## src/rtl/mat_rd_arbiter.sv

```systemverilog
// mat_rd_arbiter
//   Shares one synchronous-read matrix memory port between two matrix-builder
//   engines (e.g. a Hankel and a Toeplitz builder). Whole bursts are granted
//   round-robin. Each grant accepts at most MAX_BURST reads before the arbiter
//   is forced to re-arbitrate. Read data is steered back to the issuing engine
//   by a {valid, id} tag pipeline that is as deep as the memory read latency.
//
// Ports
//   clk, rst            clock (rising edge), asynchronous active-high reset
//   req0/req1           engine wants the port; held high for the whole burst
//   rd0/rd1             engine read strobe (ignored unless granted)
//   addr0/addr1         engine read address
//   gnt0/gnt1           engine owns the port (decoded from registered state)
//   data0/data1         read data (memory data broadcast to both engines)
//   vld0/vld1           data valid for that engine
//   mem_rd, mem_addr    memory read strobe / address
//   mem_data            memory read data, valid RD_LAT cycles after mem_rd

module mat_rd_arbiter #(
  parameter int AW        = 8,
  parameter int DW        = 16,
  parameter int RD_LAT    = 1,
  parameter int MAX_BURST = 64
) (
  input  logic          clk,
  input  logic          rst,
  input  logic          req0,
  input  logic          rd0,
  input  logic [AW-1:0] addr0,
  output logic          gnt0,
  output logic [DW-1:0] data0,
  output logic          vld0,
  input  logic          req1,
  input  logic          rd1,
  input  logic [AW-1:0] addr1,
  output logic          gnt1,
  output logic [DW-1:0] data1,
  output logic          vld1,
  output logic          mem_rd,
  output logic [AW-1:0] mem_addr,
  input  logic [DW-1:0] mem_data
);

  localparam int CW = $clog2(MAX_BURST + 1);

  typedef enum logic [1:0] {IDLE, G0, G1} state_t;

  state_t          state;
  state_t          state_nxt;
  logic            ptr;        // 0: requester 0 wins a tie, 1: requester 1 wins
  logic [CW-1:0]   cnt;        // reads accepted in the current grant
  logic            accept;
  logic            burst_hit;  // this accept completes a full burst
  logic [RD_LAT-1:0] pipe_vld;
  logic [RD_LAT-1:0] pipe_id;

  // Grants come straight from the state register, so rd/addr never reach them.
  assign gnt0 = (state == G0);
  assign gnt1 = (state == G1);

  assign accept    = (gnt0 && rd0) || (gnt1 && rd1);
  assign burst_hit = accept && (cnt == CW'(MAX_BURST - 1));

  assign mem_rd   = accept;
  assign mem_addr = gnt0 ? addr0 : (gnt1 ? addr1 : '0);

  // Memory data is broadcast; the tag at the end of the pipe says whose it is.
  assign data0 = mem_data;
  assign data1 = mem_data;
  assign vld0  = pipe_vld[RD_LAT-1] && !pipe_id[RD_LAT-1];
  assign vld1  = pipe_vld[RD_LAT-1] &&  pipe_id[RD_LAT-1];

  // Release (req low) takes priority over the burst limit. At the limit with
  // no competing request the state holds and only the counter restarts.
  always_comb begin
    // NOTE: next state defaults to the current state so no path leaves it unassigned (no latch).
    state_nxt = state;
    unique case (state)
      IDLE: begin
        if (req0 && req1) state_nxt = ptr ? G1 : G0;
        else if (req0)    state_nxt = G0;
        else if (req1)    state_nxt = G1;
      end
      G0: begin
        if (!req0)                  state_nxt = req1 ? G1 : IDLE;
        else if (burst_hit && req1) state_nxt = G1;
      end
      G1: begin
        if (!req1)                  state_nxt = req0 ? G0 : IDLE;
        else if (burst_hit && req0) state_nxt = G0;
      end
      default: state_nxt = IDLE;
    endcase
  end

  always_ff @(posedge clk or posedge rst) begin
    if (rst) begin
      // NOTE: the tag pipeline is cleared on reset so reads in flight never produce a vld.
      state    <= IDLE;
      ptr      <= 1'b0;
      cnt      <= '0;
      pipe_vld <= '0;
      pipe_id  <= '0;
    end else begin
      // NOTE: non-blocking assignments so every register samples pre-edge values.
      state <= state_nxt;

      // Entering a grant hands the next tie to the other requester.
      if (state_nxt == G0 && state != G0)      ptr <= 1'b1;
      else if (state_nxt == G1 && state != G1) ptr <= 1'b0;

      if (state_nxt != state || burst_hit) cnt <= '0;
      else if (accept)                     cnt <= cnt + CW'(1);

      pipe_vld[0] <= accept;
      pipe_id[0]  <= gnt1;
      for (int i = 1; i < RD_LAT; i++) begin
        pipe_vld[i] <= pipe_vld[i-1];
        pipe_id[i]  <= pipe_id[i-1];
      end
    end
  end

endmodule

```

## config.mk

```make
export PLATFORM = sky130hd
export DESIGN_NAME = mat_rd_arbiter
export DESIGN_NICKNAME = d
export VERILOG_FILES = /design/src/rtl/mat_rd_arbiter.sv
export SDC_FILE = /design/constraint.sdc
export NUM_CORES = 1
export LEC_CHECK = 0
export CORE_MARGIN = 2
export CORE_UTILIZATION = 35
export DETAILED_ROUTE_END_ITERATION = 10
export PLACE_DENSITY = 0.83
export SLEW_MARGIN = 30
export SYNTH_ARGS = -nofsm -noshare
export SYNTH_HDL_FRONTEND = slang
export SYNTH_SLANG_ARGS = --single-unit
```

## constraint.sdc

```tcl
create_clock -name clk -period 2.39 [get_ports clk]
set_clock_uncertainty 0.05 [all_clocks]
set_input_delay 0.239 -clock clk [delete_from_list [all_inputs] [get_ports clk]]
set_output_delay 0.239 -clock clk [all_outputs]
set_load 0.03 [all_outputs]
```

==> run metrics <==
setup ws final=148 ps; Worst-path clk slew=70 ps; FMAX=446 MHz; router iterations before antenna repair=4; Mapped Area=1100 sq um; Slew @ Worst Pin=426 ps; Iter 0 DRT Violations=44; die width=60.1 microns; status=finished, final reports clean; period utilisation layout=93.8%; Hold Path Class=in -> async; # IOs=83; DRT Wirelength=2180 microns; Comb power frac=50.5%; Flop pwr share=34.4%; Root Buffer=clkbuf_4; Initial Utilization=36.4%; clock sinks=12; multi-input combinational cell area=503 sq um; HPWL Detailed=1770 microns; WL met2=1130 microns; H-tree depth=1; Max stage delay on crit path=670 ps; Tmin final=2240 ps; TritonCTS clock tree=yes; Residual DRC=0; #FFs+latches synth=12; register area=303 sq um; final setup TNS=0 ps; fin cells=170; NumNets Final=167; WL met3=152 microns; worst-path cell chain=inv_1, nor2_1, buf_4, a22o_1, clkdlybuf4s50_1; Net Switching=0.000316 W; Ant. Diodes=0; vias in the first global route=787; synthesized area per cell=8.96 sq um; synth warn=0; Place WS=235 ps; leakage=0.503 nW; register area share after synthesis=27.2%; RSZ-0062 raised after global routing=no; Clock Latency Late Sink=270 ps; crit path kind=reg -> out; share of total power in the clock network=15.2%; initial antenna violation count=0; row count=20; routed via count=855; uppermost layer routed=met4; DR WL/cell=12.8 microns; Critical Path Fanout Max=10; largest net degree at the start of global routing=13; layout cell share with drive strength beyond 1=11.9%; placed cells=167; Final Slew Violations=0; GRT Overall Usage=12.6%; reg2reg setup slack=710 ps; final setup violation count=0; power per cell area=631 nW/um^2; critical path capture point type=primary output; cts-stage hold buffer count=0; worst vdd ir=143 uV; Final Util=41.9%; Synthesized Nets=162; Post-DRT Antenna Nets=0; grt ovf=0; FILL cells=295; Final GP Congestion=0.841; clock buffer depth=2; Syn-to-layout area delta=15.1%; switch share=39.4%; Buffers on Ports=34; Slew Limit Headroom=71.5%; top_reg_cell synth=dfrtp_1; Die ar.=3610 sq um; asr flop ratio synth=100%; Power, Total=0.000801 W; required time of the critical path=2100 ps; Max Cap Viol=0; Die Y=60.1 microns; first-pass GRT wire length=3460 microns; WP data arrival=1950 ps; core area=3030 sq um; Int Power=0.000485 W; Post-synth EDFFs=0; met1 wire length=869 microns; total CTS buffers=3; CP max-delay cell=clkdlybuf4s50_1; Worst setup SP type=flop; Synth cell types=40; Hold Vio Cnt, Final=0; Gate Count Post-Synth=123; post-DR vias/cell=5.03
repair_timing:
item                                    in CTS  in global routing
endpoints found under the setup margin       0                  8
buffers inserted                             0                  0
gates resized for setup                      0                  3
hold endpoints to repair                     0                  0
routing by layer:
layer	global-route usage [%]	vias to the layer above
met5	0	-
met4	5.71	0
met3	5.63	7
met2	19.7	26
met1	14.7	409
li1	-	413
stage by stage:
stage	hold WS [ps]	cell area [sq um]
finish	220	1270
global route	273	1270
CTS	246	1260
detailed placement	428	1240
global placement	428	1240
floorplan	53.7	1100
sequential cells by signal, summed over array words and instances (netlist names):
| name | cells |
|---|---|
| cnt | 7 |
| state | 2 |
| pipe_id | 1 |
| pipe_vld | 1 |
| ptr | 1 |
layout by cell type (no fill, tap or decap), drive strengths merged, types with 3 or more instances in the layout:
cell / instances
a22o: 8
a311oi: 4
dfrtp: 12
nand3: 4
nand2: 6
inv: 8
clkbuf: 3
nor2: 6
nand3b: 3
clkdlybuf4s50: 34
a21oi: 6
power by group through the flow:
stage	logic (W)	clock network [W]	registers, W
3_5_place_dp	0.000404	0	0.000276
4_1_cts	0.000405	0.000126	0.000273
5_1_grt	0.000435	0.000138	0.000283
3_3_place_gp	0.000397	0	0.000275
6_report	0.000404	0.000122	0.000275
2_1_floorplan	0.000382	0	0.000254
cells by family (layout without fill, tap and decap cells):
family	Yosys count	after routing	share of synthesized area, %
buffers and inverters	44	47	27.2
muxes	1	1	0.908
AOI/OAI and AO/OA	30	30	22.8
adders and majority gates	1	1	1.13
DFF	12	12	27.2
xor gates and xnor gates	3	3	2.38
and+or+nand+nor	32	32	18.3
cell type report:
type | count | share of cell area (%)
Tap cell | 44 | 4.34
Multi-Input combinational cell | 67 | 39.6
Timing Repair Buffer | 36 | 28.0
Inverter | 8 | 2.37
Sequential cell | 12 | 23.9
Clock buffer | 3 | 1.78
critical path, delay by kind of cell (launching register included):
family	cells	cell delay (ps)
AO/OA/AOI/OAI	1	140
buffers and inverters	3	960
AND/OR/NAND/NOR	1	100
flip-flops	1	470
synth_stat cells (2+ instances only):
cell,instances,area (sq um)
inv_1,8,30.0
xor2_1,2,17.5
a22o_1,8,70.1
buf_4,32,240
a21oi_1,5,25.0
a311oi_1,3,26.3
o21ai_0,2,10.0
dfrtp_1,12,300
nor3_1,2,10.0
clkbuf_1,2,7.51
nand3b_4,2,40.0
nand2_1,6,22.5
nand3_1,4,20.0
nand2b_1,2,12.5
nor2_1,6,22.5
or3_1,2,12.5
buf_6,2,22.5
path summary, 6_finish.rpt:
| check | start | endpoint | depth (start not counted) |
|---|---|---|---|
| max in group asynchronous | rst | state[1] | 2 |
| worst max-delay path | state[1] | mem_addr[4] | 5 |
| min in group clk | mem_data[10] | data0[10] | 0 |
| worst min-delay path | rst | pipe_id | 2 |
| worst max register to register | cnt[1] | state[0] | 5 |
| worst min register to register | cnt[6] | cnt[6] | 2 |
Power figures use the tool's default switching activity.
